### src/rtl/mem_arbiter.sv
// Two-requester (fetch / data) arbiter for a single-ported memory, data priority by default.
// Define MEM_ARB_FAIR_EN to alternate grants when both requesters are pending.
module mem_arbiter #(
  parameter int ADDR_W = 32,
  parameter int DATA_W = 32
) (
  input  logic              clk,
  input  logic              reset_n,
  input  logic              ifReq,
  input  logic [ADDR_W-1:0] ifAddr,
  output logic [DATA_W-1:0] ifRdata,
  output logic              ifDone,
  input  logic              dReq,
  input  logic              dWe,
  input  logic [ADDR_W-1:0] dAddr,
  input  logic [DATA_W-1:0] dWdata,
  output logic [DATA_W-1:0] dRdata,
  output logic              dDone,
  output logic              memReq,
  output logic              memWe,
  output logic [ADDR_W-1:0] memAddr,
  output logic [DATA_W-1:0] memWdata,
  input  logic [DATA_W-1:0] memRdata,
  input  logic              memReady,
  output logic              StallIF,
  output logic              StallMEM
);

  typedef enum logic [1:0] {IDLE, GRANT_D, GRANT_IF} state_t;
  state_t state;
  logic   pickD;

`ifdef MEM_ARB_FAIR_EN
  logic lastD;
  // Yield to a pending fetch when the previous grant went to data.
  assign pickD = dReq & (~ifReq | ~lastD);
`else
  assign pickD = dReq;
`endif

  assign StallIF  = ifReq & ~ifDone;
  assign StallMEM = dReq & ~dDone;

  always_ff @(posedge clk or negedge reset_n) begin
    if (!reset_n) begin
      state    <= IDLE;
      memReq   <= 1'b0;
      memWe    <= 1'b0;
      memAddr  <= '0;
      memWdata <= '0;
      ifRdata  <= '0;
      dRdata   <= '0;
      ifDone   <= 1'b0;
      dDone    <= 1'b0;
`ifdef MEM_ARB_FAIR_EN
      lastD    <= 1'b0;
`endif
    end else begin
      ifDone <= 1'b0;
      dDone  <= 1'b0;
      case (state)
        IDLE: begin
          if (pickD) begin
            state    <= GRANT_D;
            memReq   <= 1'b1;
            memWe    <= dWe;
            memAddr  <= dAddr;
            memWdata <= dWdata;
`ifdef MEM_ARB_FAIR_EN
            lastD    <= 1'b1;
`endif
          end else if (ifReq) begin
            state    <= GRANT_IF;
            memReq   <= 1'b1;
            memWe    <= 1'b0;
            memAddr  <= ifAddr;
            memWdata <= dWdata;
`ifdef MEM_ARB_FAIR_EN
            lastD    <= 1'b0;
`endif
          end
        end
        GRANT_D: begin
          if (memReady) begin
            state  <= IDLE;
            memReq <= 1'b0;
            dDone  <= 1'b1;
            if (!memWe) dRdata <= memRdata;
          end
        end
        GRANT_IF: begin
          if (memReady) begin
            state   <= IDLE;
            memReq  <= 1'b0;
            ifDone  <= 1'b1;
            ifRdata <= memRdata;
          end
        end
        default: begin
          state  <= IDLE;
          memReq <= 1'b0;
        end
      endcase
    end
  end

endmodule

### config.mk
export PLATFORM = sky130hd
export DESIGN_NAME = mem_arbiter
export DESIGN_NICKNAME = d
export VERILOG_FILES = /design/src/rtl/mem_arbiter.sv
export SDC_FILE = /design/constraint.sdc
export NUM_CORES = 1
export LEC_CHECK = 0
export BUFFER_PORTS_ARGS = -buffer_cell sky130_fd_sc_hd__buf_2
export CORE_UTILIZATION = 40
export CTS_CLUSTER_DIAMETER = 40
export CTS_CLUSTER_SIZE = 30
export DETAILED_ROUTE_END_ITERATION = 12
export GPL_TIMING_DRIVEN = 0
export PLACE_DENSITY = 0.67
export SLEW_MARGIN = 0
export SYNTH_ARGS = -nofsm -noshare
export SYNTH_HDL_FRONTEND = slang
export SYNTH_SLANG_ARGS = --single-unit
### constraint.sdc
create_clock -name clk -period 3.2 [get_ports clk]
set_input_delay 0.32 -clock clk [delete_from_list [all_inputs] [get_ports clk]]
set_output_delay 0.32 -clock clk [all_outputs]
set_load 0.01 [all_outputs]
==> results of run 1 <==
registers in the layout, indices dropped and copies added, names as in the netlist:
name,cells
dDone,1
memWe,1
state,2
ifRdata,32
ifDone,1
dRdata,32
memWdata,32
memAddr,32
memReq,1
worst max-delay path, delay by kind of cell, from the launching register on:
family / cells / cell delay (ns)
AOI/OAI and AO/OA: 1 / 0.17
adders and majority gates: 1 / 0.29
buffers and inverters: 3 / 0.60
DFF: 1 / 0.39
and+or+nand+nor: 2 / 0.25
cell families (layout without fill, tap and decap cells):
family	Yosys count	in the layout	synth area share [%]
adder cells (fa/ha/maj)	3	3	0.680
flip-flops	134	134	60.7
multiplexers	96	96	21.6
buffers and inverters	31	331	3.78
AND/OR/NAND/NOR	47	47	3.90
AO/OA/AOI/OAI	70	70	9.34
layer usage:
metal / global-route usage, % / part of all wire [%]
met1: 25.1 / 41
met4: 8.44 / 1.8
met2: 34.4 / 52
met5: 0 / 0
met3: 5.36 / 5.5
layout make-up:
| class | instances | area share [%] |
|---|---|---|
| clock buffer | 24 | 6.10 |
| timing repair buffer | 268 | 17.8 |
| clock inverter | 8 | 1.89 |
| multi-input combinational | 216 | 25.3 |
| sequential | 134 | 43.4 |
| tap | 176 | 2.85 |
| inverter | 3 | 0.146 |
| buffer | 28 | 2.56 |
Yosys cell counts:
cell and count:
sky130_fd_sc_hd__or2_1 1, sky130_fd_sc_hd__mux2_4 29, sky130_fd_sc_hd__clkbuf_1 6, sky130_fd_sc_hd__buf_2 13, sky130_fd_sc_hd__inv_1 3, sky130_fd_sc_hd__nand2b_1 3, sky130_fd_sc_hd__nor2b_1 4, sky130_fd_sc_hd__clkbuf_2 1
sky130_fd_sc_hd__buf_12 3, sky130_fd_sc_hd__a32o_1 1, sky130_fd_sc_hd__o32ai_1 32, sky130_fd_sc_hd__nor2_1 34, sky130_fd_sc_hd__o21ai_0 2, sky130_fd_sc_hd__a21oi_1 3, sky130_fd_sc_hd__o22ai_1 32, sky130_fd_sc_hd__and2_1 1
sky130_fd_sc_hd__mux2_1 1, sky130_fd_sc_hd__nand2_1 3, sky130_fd_sc_hd__ha_1 3, sky130_fd_sc_hd__mux2_2 66, sky130_fd_sc_hd__buf_6 2, sky130_fd_sc_hd__dfrtp_1 134, sky130_fd_sc_hd__buf_4 3, sky130_fd_sc_hd__nand2_8 1
power groups by stage:
stage / clock (uW) / sequential [uW] / combinational [uW]
2_1_floorplan: 0 / 3430 / 1580
3_3_place_gp: 0 / 3000 / 3260
4_1_cts: 2070 / 3050 / 3340
6_report: 2030 / 3050 / 3290
3_5_place_dp: 0 / 3060 / 3330
5_1_grt: 2150 / 3150 / 3550
what timing repair did:
action	4_1_cts	5_1_grt
setup buffers	0	0
hold buffers	1	0
resized for setup	0	0
hold endpoints to repair	44	0
worst max path at each step:
stage | start | slack (ns) | endpoint | cells after the start
after CTS | state[0]$_DFFE_PN0P_ | 1.41 | memAddr[21]$_DFFE_PN0P_ | 7
after global placement | reset_n | 0.09 | dRdata[20]$_DFFE_PN0P_ | 1
after floorplan | state[0]$_DFFE_PN0P_ | 1.69 | memAddr[10]$_DFFE_PN0P_ | 7
final | state[0]$_DFFE_PN0P_ | 1.39 | memAddr[5]$_DFFE_PN0P_ | 7
after detailed placement | state[0]$_DFFE_PN0P_ | 1.41 | memAddr[27]$_DFFE_PN0P_ | 7
after global routing | state[0]$_DFFE_PN0P_ | 1.27 | memAddr[12]$_DFFE_PN0P_ | 7
stage by stage:
step,instances,util [%],worst slack [ns]
detailed placement,824,53.2,1.41
finish,857,57.9,1.39
floorplan,381,-,1.69
global placement,823,53.0,0.0851
CTS,857,57.9,1.41
global route,857,57.9,1.27
cell usage in the layout (no fill, tap or decap), drive strengths merged:
master | synthesis | layout
nor2b | 4 | 4
dlygate4sd3 | 0 | 1
ha | 3 | 3
bufinv | 0 | 4
o22ai | 32 | 32
or2 | 1 | 1
clkbuf | 7 | 31
clkinvlp | 0 | 1
clkinv | 0 | 3
buf | 21 | 288
a32o | 1 | 1
nand2 | 4 | 4
nand2b | 3 | 3
o32ai | 32 | 32
mux2 | 96 | 96
nor2 | 34 | 34
inv | 3 | 3
o21ai | 2 | 2
a21oi | 3 | 3
dfrtp | 134 | 134
and2 | 1 | 1
==> summary.txt, run 1 <==
STA
  • Unrepaired setup endpoints after global routing: no
  • Share of the cycle needed by the critical path after routing: 56.7%
  • Clock period minus worst slack: 1.81 ns
  • Final hold slack: 0.133 ns
  • Achievable Freq: 0.551 GHz
  • Total Negative Setup Slacks: 0 ns
  • Total setup violations reported at the end of the flow: 0
  • Worst-case headroom to the max-slew limit: 64.2%
  • Final count of pins violating max slew: 0
  • Tightest Pin Transition: 0.537 ns
  • Hold violation total from the final report: 0
  • Max Clock Skew: 0.00632 ns

Synth
  • Synth area leader: sky130_fd_sc_hd__dfrtp_1
  • Distinct cell type count of the synthesized netlist: 24
  • Mean post-synth cell area: 14.5 um^2
  • Number of synthesized register bits: 134
  • Sequential fraction of the synthesis area: 60.7%
  • Number of standard cells after synthesis: 381
  • Synth area leaders: sky130_fd_sc_hd__dfrtp_1 (61%), sky130_fd_sc_hd__mux2_2 (13%), sky130_fd_sc_hd__mux2_4 (7.9%)
  • Area share of the leading cell type in the synthesized netlist: 60.7%
  • Mapped Nets: 518
  • Mapped cell area: 5520 um^2
  • Count of synthesis-stage warnings from yosys: 0

Critical path
  • Required arrival time at the worst endpoint: 3.50 ns
  • Data arrival time of the critical path: 2.11 ns
  • Setup CP Type: reg2reg
  • Maximum fanout count along the critical path: 10
  • Cells on worst reg2reg path: 7
  • Critical path's most frequent cell: sky130_fd_sc_hd__buf_2
  • Maximum single-stage delay on the critical path: 0.39 ns
  • Endpoint type of the worst setup path: register
  • Cells along the critical path: inv_1 -> ha_1 -> buf_2 -> nand2_1 -> buf_2 -> o22ai_1 -> nor2_1
  • Max stage delay cell, worst path: sky130_fd_sc_hd__dfrtp_1
  • Critical Path Start Type: register
  • Reg-to-reg critical path endpoint: memAddr[5]$_DFFE_PN0P_
  • Worst r2r src: state[0]$_DFFE_PN0P_
  • Setup slack of the worst register-to-register path: 1.39 ns

Detailed routing
  • Post-DRT Antenna Nets: 0
  • Wire length per cell: 16.7 um
  • Average via count per standard cell: 5.03
  • Number of detailed-routing iterations run before antenna repair: 4
  • Via count of the routed design: 4312
  • Sum of routed wire length over all layers: 14.3 mm
  • Number of DRC violations after detailed-routing iteration 0: 217
  • Residual DRC count: 0

Final layout
  • Share of layout cells above drive strength 1: 60.5%
  • Post-layout net count: 805
  • Antenna diode count: 0
  • Multi-input gate area in the final layout: 1960 um^2
  • Register cell area after layout: 3350 um^2
  • Post-Layout Inst Area: 7730 um^2
  • Number of fill cells in the layout: 1146
  • Growth of design area from synthesis to finish: 40.1%

Die
  • Standard-cell rows: 42
  • Initial Utilization: 41.4%
  • I/O Pins: 268
  • Width of the chip: 119 um
  • Core outline area: 13300 um^2
  • Die extent in y: 119 um
  • Total die area: 14300 um^2

Min path
  • Min-Delay Path Class: in2reg
  • Number of cells on the worst hold path: 2
  • HP Start: dWdata[24]
  • End of the worst hold path: memWdata[24]$_DFFE_PN0P_

CTS
  • CTS root buf: sky130_fd_sc_hd__clkbuf_16
  • TritonCTS clock tree: done
  • H-Tree Depth: 4
  • Source-to-sink clock delay at the later pin of the worst-skew pair: 0.42 ns
  • Clock Tree Buf Depth: 2
  • Num CTS Buffers: 17
  • Clock tree sinks: 134
  • Clock transition at the register clock pins on the worst setup and hold paths after CTS: 0.06 ns

Status
  • Outcome: completed

Placement
  • Weighted congestion at the end of routability-driven global placement: 0.848
  • Instance area after placement: 7110 um^2
  • Number of port buffers: 266
  • Half-perimeter wire length of the detailed placement result: 10.7 mm

Power
  • Pwr dens: 1080 nW/um^2
  • Post-layout power: 8380 uW
  • Pleak: 0.00380 uW
  • Power dissipated by switching net loads: 2780 uW
  • Worst vdd ir: 0.556 mV
  • Portion of total power attributed to sequential cells: 36.5%
  • Clock group share of total power: 24.2%
  • Switching part of the total: 33.2%
  • Relative contribution of combinational cells to total power: 39.3%
  • Internal portion of total power: 5590 uW

Global route
  • Maximum number of pins on one net before global-route repair: 91
  • Global-route total usage across every layer: 20.5%
  • Number of global-route vias before repair: 4297
  • Overflow after GRT: 0
  • Wire length of the first global-routing pass: 22.4 mm
  • Antenna violations before repair: 0

Job
  • Count of max-cap constraint violations: 0
(Power assumes the default switching activity.)
==> run 2: changes to the inputs <==
--- a/config.mk
+++ b/config.mk
@@ -5,13 +5,14 @@
 export SDC_FILE = /design/constraint.sdc
 export NUM_CORES = 1
 export LEC_CHECK = 0
+export ABC_AREA = 1
 export BUFFER_PORTS_ARGS = -buffer_cell sky130_fd_sc_hd__buf_2
 export CORE_UTILIZATION = 40
 export CTS_CLUSTER_DIAMETER = 40
 export CTS_CLUSTER_SIZE = 30
 export DETAILED_ROUTE_END_ITERATION = 12
 export GPL_TIMING_DRIVEN = 0
-export PLACE_DENSITY = 0.67
+export PLACE_DENSITY = 0.7
 export SLEW_MARGIN = 0
 export SYNTH_ARGS = -nofsm -noshare
 export SYNTH_HDL_FRONTEND = slang
==> constraint.sdc (replaced) <==
create_clock -name clk -period 1.65 [get_ports clk]
set_input_delay 0.165 -clock clk [delete_from_list [all_inputs] [get_ports clk]]
set_output_delay 0.165 -clock clk [all_outputs]
set_load 0.01 [all_outputs]
==> run 2 against run 1 <==
Critical path depth is 1 higher. Utilization is 2.9 points higher. Clock skew is 0.0039 ns higher. Clock-buffer cell count is 4 lower. Final cell count is 36% higher. Critical endpoint is now dRdata[9]$_DFFE_PN0P_. Largest power group is now registers.
==> summary.txt, run 2 <==
Synth
  • Synth area leader: sky130_fd_sc_hd__dfrtp_1
  • Mean post-synth cell area: 8.41 um^2 (-42%)
  • Synth area leaders: sky130_fd_sc_hd__dfrtp_1 (61%), sky130_fd_sc_hd__nand2_1 (25%), sky130_fd_sc_hd__o21ai_0 (6.0%)
  • Top_reg_cell synth: sky130_fd_sc_hd__dfrtp_1
  • Number of standard cells after synthesis: 649 (+70%)
  • Mapped Nets: 786 (+52%)
  • Sequential fraction of the synthesis area: 61.5% (+0.72 points)
  • Mapped cell area: 5460 um^2 (-1.2%)
  • Most frequent cells after synthesis: sky130_fd_sc_hd__nand2_1 (365), sky130_fd_sc_hd__dfrtp_1 (134), sky130_fd_sc_hd__o21ai_0 (65)
  • Number of synthesized register bits: 134 (unchanged)
  • Most repeated cell in the gate-level netlist after synthesis: sky130_fd_sc_hd__nand2_1
  • Number of enable flip-flop cells after synthesis: 0 (unchanged)
  • Async set-or-reset flop fraction in the synthesized netlist: 100% (unchanged)
  • Area share of the leading cell type in the synthesized netlist: 61.5% (+0.72 points)
  • Count of synthesis-stage warnings from yosys: 0 (unchanged)
  • Distinct cell type count of the synthesized netlist: 16 (-33%)

Critical path
  • Cells along the critical path: inv_1 -> ha_1 -> nand2_1 -> inv_1 -> nand2_2 -> buf_2 -> nand2_1 -> o21ai_0
  • Endpoint type of the worst setup path: register
  • Critical Path Start: state[1]$_DFFE_PN0P_
  • Maximum fanout count along the critical path: 10 (unchanged)
  • Critical Path Start Type: register
  • Worst r2r src: state[1]$_DFFE_PN0P_
  • Required arrival time at the worst endpoint: 1.94 ns (-1.56 ns)
  • Setup CP Type: reg2reg
  • Max stage delay cell, worst path: sky130_fd_sc_hd__dfrtp_1
  • Maximum single-stage delay on the critical path: 0.40 ns (about the same)
  • Data arrival time of the critical path: 1.79 ns (-0.32 ns)

Status
  • Outcome: completed

Die
  • Core outline area: 13300 um^2 (-0.39%)
  • Standard-cell rows: 42 (unchanged)
  • Die extent in y: 119 um (-0.58%)
  • Initial Utilization: 41.0% (-0.33 points)
  • Width of the chip: 119 um (-0.58%)
  • I/O Pins: 268 (unchanged)
  • Total die area: 14100 um^2 (-1.2%)

Detailed routing
  • Number of detailed-routing iterations run before antenna repair: 4 (unchanged)
  • Sum of routed wire length over all layers: 16.0 mm (+12%)
  • Wire length per cell: 13.8 um (-17%)
  • Number of DRC violations after detailed-routing iteration 0: 190 (-12%)
  • Post-DRT Antenna Nets: 0 (unchanged)
  • Via count of the routed design: 5300 (+23%)
  • Average via count per standard cell: 4.56 (-9.3%)
  • Residual DRC count: 0 (unchanged)

CTS
  • Num CTS Buffers: 17 (unchanged)
  • CTS root buf: sky130_fd_sc_hd__clkbuf_16
  • Clock Tree Buf Depth: 2 (unchanged)
  • H-Tree Depth: 4 (unchanged)
  • Clock transition at the register clock pins on the worst setup and hold paths after CTS: 0.06 ns (about the same)
  • Clock tree sinks: 134 (unchanged)
  • Source-to-sink clock delay at the later pin of the worst-skew pair: 0.42 ns (about the same)
  • TritonCTS clock tree: done

Min path
  • Min-Delay Path Class: in2reg
  • HP Start: memRdata[26]

STA
  • Hold violation total from the final report: 0 (unchanged)
  • Final count of pins violating max slew: 0 (unchanged)
  • Unrepaired setup endpoints after global routing: yes
  • Share of the cycle needed by the critical path after routing: 91.2% (+35 points)
  • Tightest Pin Transition: 0.638 ns (+0.101 ns)
  • Worst-case headroom to the max-slew limit: 57.4% (-6.7 points)
  • Achievable Freq: 0.665 GHz (+21%)
  • Max Clock Skew: 0.0102 ns (+0.00388 ns)
  • Clock period minus worst slack: 1.50 ns (-0.309 ns)
  • Final worst setup slack: 0.145 ns (-1.24 ns)
  • Total setup violations reported at the end of the flow: 0 (unchanged)

Final layout
  • Most common library cell in the layout ignoring fill and taps: sky130_fd_sc_hd__nand2_1
  • Antenna diode count: 0 (unchanged)
  • Top library cells by usage in the layout, fill and taps aside: sky130_fd_sc_hd__nand2_1 (364), sky130_fd_sc_hd__buf_2 (283), sky130_fd_sc_hd__dfrtp_1 (134)
  • Number of fill cells in the layout: 1177 (+2.7%)
  • Post-layout net count: 1110 (+38%)
  • Final cell count without fillers: 1162 (+36%)
  • Growth of design area from synthesis to finish: 48.3%
  • Share of the core filled with cells: 60.9% (+2.9 points)
  • Share of layout cells above drive strength 1: 33.8% (-27 points)

Power
  • Post-layout power: 15100 uW (+81%)
  • Pwr dens: 1870 nW/um^2 (+73%)
  • Pleak: 0.00477 uW (+25%)
  • Worst vdd ir: 0.951 mV (+71%)

Placement
  • Placement Setup Slack: -0.126 ns (-1.54 ns)
  • Number of port buffers: 266 (unchanged)
  • Number of cells in the design after placement: 1092 (+33%)
  • Weighted congestion at the end of routability-driven global placement: 0.788 (-7.0%)
  • Half-perimeter wire length of the detailed placement result: 11.2 mm (+5.0%)

Global route
  • Number of global-route vias before repair: 5431 (+26%)
  • Antenna violations before repair: 0 (unchanged)
  • Global-route total usage across every layer: 24.2% (+3.7 points)
  • Wire length of the first global-routing pass: 26.5 mm (+18%)
  • Maximum number of pins on one net before global-route repair: 69 (-24%)
  • Overflow after GRT: 0 (unchanged)

Job
  • Count of max-cap constraint violations: 0 (unchanged)
run 2: worst max-delay path: cells and delay by family, from the launching register on:
family	cells	cell delay [ns]
buffers and inverters	3	0.45
AO/OA/AOI/OAI	1	0.09
AND/OR/NAND/NOR	3	0.28
flip-flops	1	0.40
adder cells (fa/ha/maj)	1	0.16
run 2: layout make-up:
cell class	instances	area (um^2)	area share [%]
Clock buffer	20	467	5.77
Clock inverter	12	174	2.15
Multi-Input combinational cell	441	1800	22.2
Sequential cell	134	3350	41.4
Buffer	33	179	2.21
Timing Repair Buffer	305	1750	21.6
Tap cell	176	220	2.72
Inverter	41	154	1.90
run 2: kinds of logic (layout without fill, tap and decap cells):
group / after synthesis / count (layout) / synth area share [%]
compound gates: 66 / 66 / 6.26
fa+ha+maj: 3 / 3 / 0.688
buf+inv: 74 / 411 / 5.85
flops: 134 / 134 / 61.5
simple gates: 372 / 372 / 25.7
run 2: routing by layer:
layer  track usage [%]  routed length, um  up-vias
li1                  -                  -     2624
met1              27.7               6510     2439
met2              41.4               7860      207
met3              7.77               1240       30
met4              10.5                405        0
met5                 0                  0        -
run 2: timing repair:
action / CTS / global route
endpoints found under the hold margin: 104 / 0
hold buffers: 38 / 0
resized for setup: 4 / 18
endpoints found under the setup margin: 64 / 83
pin swaps: 0 / 0
setup buffers: 0 / 0
run 2: metrics by stage:
stage	setup TNS, ns	area (um^2)	hold WS, ns
after floorplan	0	5460	-0.131
after global placement	-189.95	7010	0.359
after detailed placement	-1.88	7040	0.218
after CTS	0	8070	0.000200
after global routing	-0.0633	8090	0.0101
final	0	8090	0.0172
run 2: final timing paths:
| kind | slack [ns] | endpoint | depth (start not counted) |
|---|---|---|---|
| max | 0.15 | dRdata[9]$_DFFE_PN0P_ | 8 |
| min | 0.02 | ifRdata[26]$_DFFE_PN0P_ | 3 |
| max reg2reg | 0.15 | dRdata[9]$_DFFE_PN0P_ | 8 |
| min reg2reg | 0.47 | memAddr[20]$_DFFE_PN0P_ | 2 |
| max in group asynchronous | 0.57 | ifRdata[7]$_DFFE_PN0P_ | 3 |
| min in group asynchronous | 0.32 | ifRdata[27]$_DFFE_PN0P_ | 2 |
run 2: report_power, final:
part / switching [uW] / leakage, uW / internal (uW)
registers: 807 / 0.00167 / 4810
clock network: 1380 / 0.000316 / 2650
logic: 3310 / 0.00278 / 2180
==> run 3: changes to the inputs <==
--- a/config.mk
+++ b/config.mk
@@ -5,7 +5,6 @@
 export SDC_FILE = /design/constraint.sdc
 export NUM_CORES = 1
 export LEC_CHECK = 0
-export ABC_AREA = 1
 export BUFFER_PORTS_ARGS = -buffer_cell sky130_fd_sc_hd__buf_2
 export CORE_UTILIZATION = 40
 export CTS_CLUSTER_DIAMETER = 40
==> run 3 against run 2 <==
Non-clock buffer count is 53 higher. Utilization rose by 5.2 points. Clock-buffer cell count rose by 2. Worst setup slack worse by 0.074 ns. Die area is 1.2% higher. Sequential share of layout area fell by 3.4 points. Clock power shrank 7.2%. Design area rose by 8.9%. Sequential power rose by 6.2%. Final cell count down 18%. Largest cell class unchanged. Critical path type unchanged.
==> summary.txt, run 3 (same netlist as run 1, synthesis figures left out) <==
Detailed routing
  • Sum of routed wire length over all layers: 16.3 mm (+1.5%)
  • Wire length per cell: 17.1 um (+24%)
  • Wire length on met2: 8.22 mm (+4.5%)
  • Met3 Wirelength: 926 um (-25%)
  • Highest layer used for signal routing: met4
  • Residual DRC count: 0 (unchanged)
  • Average via count per standard cell: 4.99 (+9.4%)
  • Number of DRC violations after detailed-routing iteration 0: 172 (-9.5%)
  • Post-DRT Antenna Nets: 0 (unchanged)
  • Via count of the routed design: 4745 (-10%)
  • Post-route met1 wirelength: 6.55 mm (+0.63%)
  • Number of detailed-routing iterations run before antenna repair: 5 (+1)

CTS
  • CTS root buf: sky130_fd_sc_hd__clkbuf_16
  • Source-to-sink clock delay at the later pin of the worst-skew pair: 0.42 ns (about the same)
  • Num CTS Buffers: 17 (unchanged)
  • TritonCTS clock tree: done
  • Clock tree sinks: 134 (unchanged)
  • H-Tree Depth: 4 (unchanged)
  • Clock Tree Buf Depth: 2 (unchanged)
  • Clock transition at the register clock pins on the worst setup and hold paths after CTS: 0.06 ns (about the same)

Die
  • Core outline area: 13300 um^2 (+0.39%)
  • Standard-cell rows: 42 (unchanged)
  • I/O Pins: 268 (unchanged)
  • Total die area: 14300 um^2 (+1.2%)
  • Initial Utilization: 41.4% (+0.33 points)
  • Width of the chip: 119 um (+0.59%)
  • Die extent in y: 119 um (+0.59%)

Critical path
  • Setup slack of the worst register-to-register path: 0.07 ns (-0.07 ns)
  • Endpoint type of the worst setup path: register
  • Max stage delay cell, worst path: sky130_fd_sc_hd__dfrtp_1
  • Data arrival time of the critical path: 1.87 ns (+0.08 ns)
  • Maximum single-stage delay on the critical path: 0.38 ns (-0.02 ns)
  • Crit path to: dRdata[30]$_DFFE_PN0P_
  • Worst r2r src: state[1]$_DFFE_PN0P_
  • Maximum fanout count along the critical path: 8 (-2)
  • Reg-to-reg critical path endpoint: dRdata[30]$_DFFE_PN0P_
  • Setup CP Type: reg2reg
  • Required arrival time at the worst endpoint: 1.94 ns (about the same)
  • Cells along the critical path: inv_2 -> ha_1 -> and2_4 -> nand2b_4 -> buf_12 -> clkbuf_16 -> mux2_2
  • Critical Path Start Type: register
  • Critical Path Start: state[1]$_DFFE_PN0P_
  • Cells on worst reg2reg path: 7 (-1)

Min path
  • Number of cells on the worst hold path: 3 (unchanged)
  • Min-Delay Path Class: in2reg

Placement
  • Number of port buffers: 266 (unchanged)
  • Number of cells in the design after placement: 824 (-25%)
  • Instance area after placement: 7110 um^2 (+0.92%)
  • Half-perimeter wire length of the detailed placement result: 10.3 mm (-8.3%)
  • Weighted congestion at the end of routability-driven global placement: 0.836 (+6.1%)

STA
  • Worst-case headroom to the max-slew limit: 60.7% (+3.3 points)
  • Hold violation total from the final report: 0 (unchanged)
  • Final count of pins violating max slew: 0 (unchanged)
  • Max Clock Skew: 0.00990 ns (-0.000303 ns)
  • Clock period minus worst slack: 1.58 ns (+0.0735 ns)
  • Share of the cycle needed by the critical path after routing: 95.6% (+4.5 points)
  • Total setup violations reported at the end of the flow: 0 (unchanged)
  • Achievable Freq: 0.634 GHz (-4.7%)
  • Tightest Pin Transition: 0.589 ns (-0.0490 ns)
  • Final hold slack: 0.0169 ns (-0.000259 ns)
  • Unrepaired setup endpoints after global routing: yes

Final layout
  • Final cell count without fillers: 951 (-18%)
  • Top library cells by usage in the layout, fill and taps aside: sky130_fd_sc_hd__buf_2 (275), sky130_fd_sc_hd__dfrtp_1 (134), sky130_fd_sc_hd__dlygate4sd3_1 (90)
  • Share of layout cells above drive strength 1: 55.7% (+22 points)
  • Post-Layout Inst Area: 8810 um^2 (+8.9%)
  • Most common library cell in the layout ignoring fill and taps: sky130_fd_sc_hd__buf_2
  • Growth of design area from synthesis to finish: 59.6%
  • Antenna diode count: 0 (unchanged)
  • Post-layout net count: 900 (-19%)

Global route
  • Number of global-route vias before repair: 5082 (-6.4%)
  • Overflow after GRT: 0 (unchanged)
  • Global-route total usage across every layer: 23.1% (-1.2 points)
  • Antenna violations before repair: 0 (unchanged)
  • Wire length of the first global-routing pass: 25.4 mm (-4.1%)
  • Maximum number of pins on one net before global-route repair: 73 (+5.8%)

Job
  • Count of max-cap constraint violations: 0 (unchanged)

Power
  • Pwr dens: 1890 nW/um^2 (+0.95%)
  • Pleak: 0.00429 uW (-10%)
  • Worst vdd ir: 1.17 mV (+23%)
  • Post-layout power: 16600 uW (+9.9%)

Status
  • Outcome: completed
run 3: cell count changes in the layout (fill, tap and decap cells not counted), moves of 29 or more:
| cell | delta |
|---|---|
| sky130_fd_sc_hd__nor2_1 | +31 |
| sky130_fd_sc_hd__o32ai_1 | +32 |
| sky130_fd_sc_hd__o21ai_0 | -61 |
| sky130_fd_sc_hd__mux2_2 | +66 |
| sky130_fd_sc_hd__inv_1 | -37 |
| sky130_fd_sc_hd__o22ai_1 | +31 |
| sky130_fd_sc_hd__mux2_4 | +29 |
| sky130_fd_sc_hd__nand2_1 | -363 |
| sky130_fd_sc_hd__dlygate4sd3_1 | +52 |
run 3: routing by layer:
layer | vias to the layer above | GRT usage, %
li1 | 2177 | -
met1 | 2302 | 27.0
met2 | 221 | 39.1
met3 | 45 | 5.80
met4 | 0 | 11.6
met5 | - | 0
run 3: cell type report:
cell class              count  area, um^2
plain buffers              28         277
clock buffers              22         494
clock inverters             9        98.8
fillers                   976        4540
inverters                   3        11.3
flip-flops and latches    134        3350
multi-input cells         216        1990
repair buffers            363        2360
well taps                 176         220
run 3: per-stage QoR:
| stage | worst slack (ns) | setup TNS, ns | util [%] |
|---|---|---|---|
| 2_1_floorplan | 0.139 | 0 | - |
| 3_3_place_gp | -1.27 | -176.47 | 53.0 |
| 3_5_place_dp | -0.177 | -10.40 | 53.2 |
| 4_1_cts | 0.00128 | 0 | 64.7 |
| 5_1_grt | -0.00685 | -0.0263 | 66.0 |
| 6_report | 0.0719 | 0 | 66.0 |
run 3: where the power goes:
group	switching, uW	internal [uW]
clock network	1340	2400
registers	1000	4960
logic	3270	3670
total	5610	11000
run 3: worst min-delay path by stage:
stage / slack, ns / end / startpoint
finish: 0.02 / memAddr[31]$_DFFE_PN0P_ / dAddr[31]
global route: 0.008 / memWdata[21]$_DFFE_PN0P_ / dWdata[21]
CTS: 0.0009 / memAddr[28]$_DFFE_PN0P_ / dAddr[28]
detailed placement: 0.18 / memWdata[19]$_DFFE_PN0P_ / reset_n
global placement: 0.39 / dRdata[6]$_DFFE_PN0P_ / memRdata[6]
floorplan: -0.13 / dDone$_DFF_PN0_ / reset_n
run 3: worst max-delay path: cells and delay by family, from the launching register on:
kind	cells	cell delay, ns
adders and majority gates	1	0.17
buffers and inverters	3	0.37
DFF	1	0.38
muxes	1	0.33
and+or+nand+nor	2	0.21
run 3: repair_timing:
item	in CTS	in global routing
hold buffers	90	0
gates resized for setup	15	22
setup endpoints to repair	90	70
cloned	0	3
setup buffers	0	3
hold endpoints to repair	182	0
